==> src/rtl/uart_cmd_parser.sv <==
// ---------------------------------------------------------------------------
// uart_cmd_parser
//
// Turns the UART receiver byte stream into framed host commands:
//    SYNC, OPCODE, LEN, LEN payload bytes, CHECKSUM (XOR of OPCODE, LEN and
//    the payload bytes). A good frame is held on a valid/ready interface
//    until it is accepted. A bad frame produces a single-cycle error pulse.
//
// Handshake: cmd_valid rises one clock after the checksum byte and stays
//    high, with cmd_opcode/cmd_len/cmd_payload stable, until the first
//    cycle in which cmd_valid && cmd_ready. It drops on the next cycle.
//
// Ports:
//    clk, rst_n          clock, asynchronous active-low reset
//    rx_data, rx_valid   received byte and its one-cycle strobe
//    rx_framing_error    one-cycle strobe for a bad stop bit
//    cmd_valid/ready     command handshake
//    cmd_opcode          opcode of the held command
//    cmd_len             payload byte count of the held command
//    cmd_payload         payload, byte i at [8i+7:8i], unused bytes 0
//    err_checksum        checksum mismatch pulse
//    err_length          LEN > MAX_LEN pulse
//    err_timeout         inter-byte timeout pulse
//    err_overrun         byte dropped while a command is held
//    busy                high whenever the parser is not idle
// ---------------------------------------------------------------------------
module uart_cmd_parser #(
   parameter int unsigned MAX_LEN      = 16,
   parameter logic [7:0]  SYNC_BYTE    = 8'hA5,
   parameter int unsigned TIMEOUT_CLKS = 104160,
   parameter int unsigned LEN_W        = $clog2(MAX_LEN + 1)
) (
   input  logic                   clk,
   input  logic                   rst_n,
   input  logic [7:0]             rx_data,
   input  logic                   rx_valid,
   input  logic                   rx_framing_error,
   output logic                   cmd_valid,
   input  logic                   cmd_ready,
   output logic [7:0]             cmd_opcode,
   output logic [LEN_W-1:0]       cmd_len,
   output logic [MAX_LEN*8-1:0]   cmd_payload,
   output logic                   err_checksum,
   output logic                   err_length,
   output logic                   err_timeout,
   output logic                   err_overrun,
   output logic                   busy
);

   localparam int unsigned CNT_W = (TIMEOUT_CLKS > 1) ? $clog2(TIMEOUT_CLKS) : 1;

   typedef enum logic [2:0] {
      S_IDLE    = 3'd0,
      S_OPCODE  = 3'd1,
      S_LEN     = 3'd2,
      S_PAYLOAD = 3'd3,
      S_CHECK   = 3'd4,
      S_HOLD    = 3'd5
   } state_e;

   state_e                 state_q,   state_d;
   logic [CNT_W-1:0]       cnt_q,     cnt_d;
   logic [7:0]             csum_q,    csum_d;
   logic [LEN_W-1:0]       idx_q,     idx_d;
   logic [7:0]             opcode_q,  opcode_d;
   logic [LEN_W-1:0]       len_q,     len_d;
   logic [MAX_LEN*8-1:0]   payload_q, payload_d;
   logic                   err_cks_q, err_cks_d;
   logic                   err_len_q, err_len_d;
   logic                   err_to_q,  err_to_d;
   logic                   err_ovr_q, err_ovr_d;

   logic in_frame;
   assign in_frame = (state_q == S_OPCODE) || (state_q == S_LEN) ||
                     (state_q == S_PAYLOAD) || (state_q == S_CHECK);

   // State register
   always_ff @(posedge clk or negedge rst_n) begin
      if (!rst_n) begin
         state_q   <= S_IDLE;
         cnt_q     <= '0;
         csum_q    <= '0;
         idx_q     <= '0;
         opcode_q  <= '0;
         len_q     <= '0;
         payload_q <= '0;
         err_cks_q <= 1'b0;
         err_len_q <= 1'b0;
         err_to_q  <= 1'b0;
         err_ovr_q <= 1'b0;
      end else begin
         state_q   <= state_d;
         cnt_q     <= cnt_d;
         csum_q    <= csum_d;
         idx_q     <= idx_d;
         opcode_q  <= opcode_d;
         len_q     <= len_d;
         payload_q <= payload_d;
         err_cks_q <= err_cks_d;
         err_len_q <= err_len_d;
         err_to_q  <= err_to_d;
         err_ovr_q <= err_ovr_d;
      end
   end

   // Next-state logic
   always_comb begin
      state_d   = state_q;
      cnt_d     = cnt_q;
      csum_d    = csum_q;
      idx_d     = idx_q;
      opcode_d  = opcode_q;
      len_d     = len_q;
      payload_d = payload_q;
      err_cks_d = 1'b0;
      err_len_d = 1'b0;
      err_to_d  = 1'b0;
      err_ovr_d = 1'b0;

      if (in_frame) begin
         // Priority inside a frame: framing error, then a byte, then timeout.
         // A byte arriving in the expiry cycle therefore still counts.
         if (rx_framing_error) begin
            state_d = S_IDLE;
            cnt_d   = '0;
         end else if (rx_valid) begin
            cnt_d = '0;
            case (state_q)
               S_OPCODE: begin
                  opcode_d = rx_data;
                  csum_d   = rx_data;
                  state_d  = S_LEN;
               end
               S_LEN: begin
                  csum_d = csum_q ^ rx_data;
                  idx_d  = '0;
                  if (rx_data > 8'(MAX_LEN)) begin
                     err_len_d = 1'b1;
                     state_d   = S_IDLE;
                  end else begin
                     len_d   = rx_data[LEN_W-1:0];
                     state_d = (rx_data == 8'd0) ? S_CHECK : S_PAYLOAD;
                  end
               end
               S_PAYLOAD: begin
                  csum_d = csum_q ^ rx_data;
                  for (int i = 0; i < int'(MAX_LEN); i++) begin
                     if (idx_q == LEN_W'(i)) payload_d[i*8 +: 8] = rx_data;
                  end
                  idx_d = idx_q + LEN_W'(1);
                  if (idx_q + LEN_W'(1) == len_q) state_d = S_CHECK;
               end
               default: begin // S_CHECK
                  if (rx_data == csum_q) begin
                     state_d = S_HOLD;
                  end else begin
                     err_cks_d = 1'b1;
                     state_d   = S_IDLE;
                  end
               end
            endcase
         end else if (cnt_q == CNT_W'(TIMEOUT_CLKS - 1)) begin
            err_to_d = 1'b1;
            state_d  = S_IDLE;
            cnt_d    = '0;
         end else begin
            cnt_d = cnt_q + CNT_W'(1);
         end
      end else if (state_q == S_HOLD) begin
         // The held command is never disturbed; incoming bytes are lost.
         err_ovr_d = rx_valid;
         if (cmd_ready) state_d = S_IDLE;
      end else begin // S_IDLE
         if (rx_valid && (rx_data == SYNC_BYTE)) begin
            state_d   = S_OPCODE;
            payload_d = '0;
            csum_d    = '0;
            cnt_d     = '0;
            idx_d     = '0;
         end
      end
   end

   // Outputs
   always_comb begin
      cmd_valid    = (state_q == S_HOLD);
      busy         = (state_q != S_IDLE);
      cmd_opcode   = opcode_q;
      cmd_len      = len_q;
      cmd_payload  = payload_q;
      err_checksum = err_cks_q;
      err_length   = err_len_q;
      err_timeout  = err_to_q;
      err_overrun  = err_ovr_q;
   end

endmodule
==> config.mk <==
export PLATFORM = sky130hd
export DESIGN_NAME = uart_cmd_parser
export DESIGN_NICKNAME = d
export VERILOG_FILES = /design/src/rtl/uart_cmd_parser.sv
export SDC_FILE = /design/constraint.sdc
export NUM_CORES = 1
export LEC_CHECK = 0
export ABC_AREA = 1
export CORE_ASPECT_RATIO = 1.75
export CORE_MARGIN = 5
export CORE_UTILIZATION = 51
export DETAILED_ROUTE_END_ITERATION = 6
export PLACE_DENSITY_LB_ADDON = 0.3
export SLEW_MARGIN = 20
export SYNTH_ARGS = -nofsm -noshare
export SYNTH_HDL_FRONTEND = slang
export SYNTH_SLANG_ARGS = --single-unit
==> constraint.sdc <==
create_clock -name clk -period 2.9 [get_ports clk]
set_clock_uncertainty 0.2 [all_clocks]
set_input_delay 0.29 -clock clk [delete_from_list [all_inputs] [get_ports clk]]
set_output_delay 0.29 -clock clk [all_outputs]
set_load 0.005 [all_outputs]
After elaboration in Yosys (flattened, before gate mapping) --
Index checks and enable logic that the tools add are counted. W data, S select, Z words.
Cells by class: $add $sub $neg 2, bitwise operators 3, multiplexer cells 68, reduce and logical (&&, ||, !) cells 33, $lt $le $gt $ge 1, equal/unequal tests 49
Operator list (count):
- $mux W128 | 6
- $mux W8 | 21
- $mux W17 | 6
- $reduce_and A6 Y1 | 16
- $eq A5 B4 Y1 const B | 8
- $ne A2 B1 Y1 const B | 18
- $mux W3 | 11
- $mux W5 | 5
- $eq A5 B3 Y1 const B | 4
- $add A17 B1 Y17 const B | 1
- $eq A17 B17 Y1 const B | 1
- $mux W1 | 16
- $pmux W8 S2 | 1
- $reduce_and A5 Y1 | 3
- $eq A5 B2 Y1 const B | 2
- $pmux W5 S2 | 1
- $pmux W3 S3 | 1
- $eq A8 B8 Y1 | 1
- $eq A8 B8 Y1 const B | 1
- $gt A8 B5 Y1 const B | 1
- $logic_not A8 Y1 | 1
- $reduce_and A4 Y1 | 2
- $xor A8 B8 Y8 | 1
- $eq A3 B2 Y1 const B | 2
- 19 further kinds | 26
Word-level totals: input port bits 13, output and inout port bits 147, register bits after elaboration 178

Logic depth before layout (Yosys ltp) --
Gate-level depths: netlist (run 1).
depth after elaboration 7, depth in mapped cells 14

Worst setup path after synthesis (run 1) --
OpenSTA, ideal clock, no wires.
path type reg2reg, start point register state_q[1], end point register payload_q[5], in the netlist cmd_payload[5], setup time 0.137 ns, data arrival time 1.657 ns, setup slack 0.907 ns, stages on the path, launching flop included 13, clock period less this slack 1.993 ns, cells stage by stage dfrtp_1 nor2_2 nand2_2 inv_2 nor2_4 nand2_4 nand2_4 nor2_8 buf_12 nand2_4 buf_6 nand2_1 o21ai_2
On the way: word-level cells in the longest chain between the ends 6, elaborated cells between the ends (all ways) 16
Ends and longest elaborated chain:
- start: declaration | line 61 | state_e state_q, state_d;
- start signal: assignment | line 92 | state_q <= state_d;
- $eq A3 B1 Y1 or $eq A3 B2 Y1 (tied branches) | line 74 | assign in_frame = (state_q == S_OPCODE) || (state_q == S_LEN) ||
- $logic_or A1 B1 Y1 (2 in a row) | line 74
- $logic_or A1 B1 Y1 | line 75 | (state_q == S_PAYLOAD) || (state_q == S_CHECK);
- $ne A2 B1 Y1 (no line) (tied with other cells)
- $reduce_and A6 Y1 (no line)
- end signal: assignment | line 98 | payload_q <= payload_d;
- end: declaration | line 67 | logic [MAX_LEN*8-1:0] payload_q, payload_d;
Several ways; a longest one is shown, not always the timed one. A chain may end at the register's enable or synchronous reset.

Final worst setup path (run 1) --
start point register state_q[0], end point output port cmd_valid
On the way: word-level cells in the longest chain between the ends 1
Ends and longest elaborated chain:
- $eq A3 B3 Y1 | line 186 | cmd_valid = (state_q == S_HOLD);
- end: declaration | line 38 | output logic cmd_valid,
No other way between the ends.

==> run_results.csv, run 1 <==
group,metric,value,unit
worst_setup_path,worstSetupPathType,"reg -> out",
final_layout,fill_cells,1292,
global_route,grt-ovfl-total,0,
synthesis,ys_ff_latch,178,
outcome,status,"complete, no violations",
floorplan,start_util,51.61,%
sta,setup-violations-final,0,
worst_setup_path,cp_data_arrival_time,1.99,ns
final_layout,most-common-layout-cells,"nand2_1, dfrtp_1, clkdlybuf4s50_1",
synthesis,yosysSeqAreaShare,54.63,%
sta,rsz0062_at_grt,"no",
synthesis,syn_avg_cell_area,9.030,um^2
power_and_ir_drop,total_leakage_power,4.855,nW
final_layout,fin_nets,1093,
final_layout,layout_commonest_cell,"nand2_1",
worst_setup_path,crit_path_start_kind,"flip-flop",
placed_design,numPortBuffers,159,
cts,clockBufferDepth,2,
drt,viasPerCell,5.368,
placed_design,placed_cell_area,0.009965,mm^2
synthesis,yosys_warnings,0,
placed_design,gp_congestion,0.9155,
floorplan,fp.dieH,177.3,um
worst_setup_path,end_kind,"primary output",
global_route,grt_util_all_layers,24.80,%
final_layout,antenna_cells,0,
drt,drc,0,
hold_path,hold_path.class,"in -> async",
sta,slew_headroom,60.01,%
synthesis,syn_nets,922,
placed_design,dp_hpwl,16.71,mm
synthesis,postSynthCellCount,903,
drt,ant_nets,0,
power_and_ir_drop,vdd_ir_drop_max,0.0006842,V
cts,cts_max_level,4,
sta,finalHoldViolCount,0,
drt,drt-wirelength-per-cell,17.83,um
sta,period_minus_slack,2.479,ns
global_route,first_global_vias,6681,
cts,clk_latency,0.42,ns
sta,worst_slew_pin_slew,0.5999,ns
global_route,grt_pass1_wl,36.16,mm
sta,finalCritPeriodShare,85.50,%
drt,dr_total_vias,6850,
global_route,grt_antenna_before_repair,0,
final_layout,stdcell_area,0.01058,mm^2
floorplan,io_pins,160,
cts,post_cts_resized,0,
power_and_ir_drop,cellPowerDensity,1048,mW/mm^2
final_layout,register_area,0.004454,mm^2
cts,cts_root_buffer,"clkbuf_16",
floorplan,core-area,0.01580,mm^2
sta,final-max-slew-violation-count,0,
cts,tritoncts,"yes",
synthesis,syn_area,0.008154,mm^2
drt,dr.first_iter.drc_count,349,
worst_setup_path,cp.required,2.41,ns
drt,wl,22.75,mm
sta,max_freq,403.3,MHz
final_layout,layout-drive-gt1-share,14.44,%
cts,cts_buffers,17,
global_route,grt_max_degree,65,
floorplan,die_w,105.6,um
drt,drt-pass1-iter-count,4,
sta,setup_tns,0,ns
synthesis,yosysUniqueCellTypes,37,
final_layout,multi_input_area,0.003216,mm^2
floorplan,rows,61,
final_layout,syn2layout_area_growth,29.71,%
cts,cts_num_sinks,178,
cts,clk_pin_slew,0.08,ns
run,drv_cap,0,
floorplan,dieArea,0.01872,mm^2
worst_setup_path,cp_max_fo,6,
[state kept, by name (all words and copies together) (netlist names)]
| name | flops |
|---|---|
| cmd_opcode | 8 |
| err_checksum | 1 |
| err_timeout | 1 |
| cmd_payload | 128 |
| cnt_q | 17 |
| err_length | 1 |
| state_q | 3 |
| csum_q | 8 |
| cmd_len | 5 |
| idx_q | 5 |
| err_overrun | 1 |
[area by class of cell]
type	count	share of cell area, %
multi-input cells	630	30.40
clock inverters	14	1.538
well taps	189	2.236
inverters	60	2.129
repair buffers	187	17.43
flip-flops and latches	178	42.12
clock buffers	18	4.152
[metrics by stage]
step           cells  total power, mW  hold WS (ns)  setup WS (ns)  utilization, %
3_3_place_gp    1243            8.689        0.1165         0.3648           63.07
4_1_cts         1276            11.18        0.2306         0.4242           66.94
2_1_floorplan    903            6.731       -0.2056         0.9066               -
5_1_grt         1276            11.82        0.2746         0.2166           66.94
3_5_place_dp    1243            8.803        0.1140         0.2686           63.07
6_report        1276            11.08        0.2113         0.4205           66.94
[synth_stat cells]
cell,instances,share of area (%)
nand2_1,295,14
buf_2,8,0.49
or2_2,1,0.077
inv_1,53,2.4
nor2_4,2,0.28
o22ai_1,3,0.23
nor2_2,3,0.23
and2_1,1,0.077
o21ai_0,87,5.3
nor2_1,39,1.8
o21ai_2,63,6.8
nand3b_1,2,0.18
nand4_1,17,1.3
nor4_1,2,0.15
xor2_1,4,0.43
buf_4,1,0.092
dfrtp_1,178,55
a22o_1,1,0.11
xnor2_1,1,0.11
buf_6,13,1.8
nor3_1,9,0.55
ha_1,6,0.92
o21ai_1,29,1.8
nand3_2,1,0.12
buf_1,6,0.28
buf_12,1,0.25
a211oi_1,1,0.092
nand2_2,3,0.23
nand3_1,29,1.8
nor2_8,1,0.25
nor3_2,2,0.25
clkbuf_1,6,0.28
a21oi_2,1,0.11
o41ai_1,1,0.11
nand2_4,13,1.8
a21oi_1,13,0.80
inv_2,7,0.32
[power breakdown]
part           switching, mW  leakage (nW)  internal, mW
Clock                   1.10         0.288          1.26
Sequential             0.474          2.36          3.23
Combinational           2.94          2.21          2.08
[critical path, stage by stage, from the launching register on]
cell             delay (ns)
dfrtp_1                0.47
inv_1                  0.12
nor3_2                 0.38
clkdlybuf4s50_1        0.59
[kinds of logic after synthesis]
kind of cell | Yosys count | share of synthesized area, %
AOI/OAI and AO/OA | 199 | 15.33
DFF | 178 | 54.63
and+or+nand+nor | 420 | 22.65
buffers and inverters | 95 | 5.938
xor gates and xnor gates | 5 | 0.5370
adders and majority gates | 6 | 0.9206
[final timing paths]
| path | start | to | slack (ns) | cells past startpoint |
|---|---|---|---|---|
| max reg2reg | state_q[0] | cmd_payload[46] | 0.47 | 11 |
| max in group asynchronous | rst_n | cmd_payload[91] | 1.55 | 3 |
| min reg2reg | cmd_payload[121] | cmd_payload[121] | 0.28 | 2 |
| min in group clk | cmd_payload[121] | cmd_payload[121] | 0.28 | 2 |
| min | rst_n | cmd_payload[67] | 0.21 | 2 |
| max | state_q[0] | cmd_valid | 0.42 | 3 |
[metal layers]
metal  wire length (um)  share of wire [%]  vias to the layer above  GRT usage, %
met5                  0                  0                        -             0
met4                753                3.3                        0         9.130
met3               1009                4.4                       56         3.834
met2              12430                 55                      222         46.54
met1               8556                 38                     3261         28.15
li1                   -                  -                     3311             -
[what timing repair did]
action                                  CTS  global route
endpoints found under the hold margin    59             0
hold buffers                              1             0
buffers inserted                          0             0
endpoints found under the setup margin    0             0
Power figures use the tool's default switching activity.
==> run 2, diff against run 1 <==
--- a/config.mk
+++ b/config.mk
@@ -15,3 +15,4 @@
 export SYNTH_ARGS = -nofsm -noshare
 export SYNTH_HDL_FRONTEND = slang
 export SYNTH_SLANG_ARGS = --single-unit
+export TNS_END_PERCENT = 100
==> results of run 2 <==
Final layout, timing and power as in run 1 (identical DEF).
==> run 3, diff against run 2 <==
==> constraint.sdc (replaced) <==
create_clock -name clk -period 2.6 [get_ports clk]
set_clock_uncertainty 0.2 [all_clocks]
set_input_delay 0.26 -clock clk [delete_from_list [all_inputs] [get_ports clk]]
set_output_delay 0.26 -clock clk [all_outputs]
set_load 0.005 [all_outputs]
==> run 3 against run 2 <==
Net effect: combinational power up 12%; first-iteration DRC count down 3.2%; setup slack worse by 0.22 ns; power up 11%; worst hold slack worse by 0.15 ns; critical endpoint unchanged; global-route usage down 0.14 points; clock-buffer cell count unchanged; largest cell class unchanged; critical path depth unchanged; wire length down 1.8%; sequential power up 11%; clock power up 7%; design area about the same.
==> run_results.csv, run 3 (same netlist as run 1, synthesis figures left out) <==
group,metric,value,unit
sta,max_freq,416.0,MHz
floorplan,fp.dieH,177.3,um
outcome,status,"complete, no violations",
cts,cts_max_level,4,
run,drv_cap,0,
cts,post_cts_resized,0,
global_route,grt_pass1_wl,35.96,mm
floorplan,dieArea,0.01872,mm^2
cts,cts_num_sinks,178,
cts,postCtsSetupBuffers,0,
placed_design,dp_cells,1247,
power_and_ir_drop,combPwrFrac,45.9,%
worst_setup_path,cp_max_fo,6,
cts,tritoncts,"yes",
worst_setup_path,end_kind,"primary output",
final_layout,fin_util,66.98,%
final_layout,syn2layout_area_growth,29.78,%
worst_setup_path,cp_data_arrival_time,1.94,ns
final_layout,fin_nets,1097,
sta,setup_tns,0,ns
hold_path,hold_path.class,"in -> async",
drt,ant_nets,0,
sta,setup-violations-final,0,
drt,viasPerCell,5.384,
drt,drc,0,
placed_design,gp_congestion,0.9391,
global_route,first_global_vias,6853,
cts,clk_pin_slew,0.07,ns
floorplan,core-area,0.01580,mm^2
final_layout,most-common-layout-cells,"nand2_1, dfrtp_1, clkdlybuf4s50_1",
power_and_ir_drop,p_sw,5.001,mW
cts,cts_root_buffer,"clkbuf_16",
floorplan,io_pins,160,
drt,drt-pass1-iter-count,5,
power_and_ir_drop,clock_power_share,20.4,%
final_layout,layout-drive-gt1-share,14.76,%
sta,finalCritPeriodShare,92.45,%
floorplan,die_w,105.6,um
drt,dr_total_vias,6892,
cts,cts_buffers,17,
sta,finalHoldViolCount,0,
power_and_ir_drop,cellPowerDensity,1159,mW/mm^2
worst_setup_path,crit_path_start_kind,"flip-flop",
drt,wl,22.35,mm
cts,clk_latency,0.42,ns
power_and_ir_drop,p_int,7.259,mW
global_route,grt_util_all_layers,24.66,%
floorplan,start_util,51.61,%
power_and_ir_drop,swShare,40.79,%
global_route,grt_antenna_before_repair,0,
final_layout,antenna_cells,0,
power_and_ir_drop,vdd_ir_drop_max,0.0006371,V
worst_setup_path,worst-r2r-cell-count,8,
sta,slew_headroom,67.47,%
power_and_ir_drop,seqPwrFrac,33.6,%
drt,dr.first_iter.drc_count,338,
worst_setup_path,worstSetupPathType,"reg -> out",
placed_design,numPortBuffers,159,
global_route,grt_max_degree,74,
sta,worst_slew_pin_slew,0.4868,ns
worst_setup_path,cp.required,2.14,ns
placed_design,dpl_worst_slack,0.07915,ns
sta,final-max-slew-violation-count,0,
sta,period_minus_slack,2.404,ns
floorplan,rows,61,
sta,rsz0062_at_grt,"no",
placed_design,dp_hpwl,16.34,mm
final_layout,final_cells,1280,
global_route,grt-ovfl-total,0,
final_layout,layout_commonest_cell,"nand2_1",
drt,drt-wirelength-per-cell,17.46,um
sta,fin_ws,0.1962,ns
cts,clockBufferDepth,2,
final_layout,largest_reg_flops,128,
power_and_ir_drop,total_leakage_power,4.875,nW
==> run 3: cell types whose count changed in the layout (fill, tap and decap cells not counted), sizes merged <==
cell      previous run  this run
clkinv               2         7
buf                 28        32
clkinvlp             3         0
bufinv               1         0
inv                 68        67
==> run 3: worst paths after layout <==
kind | endpoint | slack (ns) | startpoint
max | cmd_valid | 0.20 | state_q[0]
min | cmd_payload[68] | 0.06 | rst_n
max reg2reg | cmd_payload[114] | 0.27 | state_q[0]
min reg2reg | cmd_payload[121] | 0.28 | cmd_payload[121]
max in group asynchronous | cmd_payload[113] | 1.42 | rst_n
min in group clk | cmd_payload[121] | 0.28 | cmd_payload[121]
==> run 3: through the flow <==
step | hold WS, ns | power, mW | cell area, um^2
after global placement | -0.06706 | 9.684 | 9995
after floorplan | -0.2356 | 7.508 | 8154
after global routing | 0.05368 | 13.11 | 10580
final | 0.05922 | 12.26 | 10580
after CTS | 0.04827 | 12.36 | 10580
after detailed placement | -0.06626 | 9.841 | 9995
==> run 3: repair_timing <==
action                                  in CTS  in global routing
endpoints found under the setup margin       0                  0
endpoints found under the hold margin      178                  0
hold buffers                                 1                  0
==> run 3: power by group through the flow <==
stage               clock [mW]  sequential [mW]  combinational [mW]
floorplan                    0             4.12                3.38
global placement             0             4.14                5.54
detailed placement           0             4.17                5.67
CTS                       2.53             4.12                5.70
global route              2.67             4.22                6.23
finish                    2.51             4.12                5.63
==> run 3: cell type report <==
class / instances / area (um^2)
Sequential cell: 178 / 4454
Inverter: 60 / 225.2
Multi-Input combinational cell: 630 / 3216
Tap cell: 189 / 236.5
Clock buffer: 18 / 439.2
Timing Repair Buffer: 191 / 1873
Clock inverter: 14 / 138.9
Fill cell: 1314 / 5216
==> run 3: worst max-delay path, stage by stage, from the launching register on <==
cell and delay, ns:
dfrtp_1 0.46, inv_1 0.11, nor3_2 0.36, clkdlybuf4s50_1 0.59
==> run 3: per-layer routing <==
layer | routed length, um | track usage (%) | part of all wire [%]
met4 | 886 | 11.94 | 4.0
met3 | 1057 | 4.308 | 4.7
met5 | 0 | 0 | 0
met2 | 11900 | 44.28 | 53
met1 | 8508 | 28.19 | 38
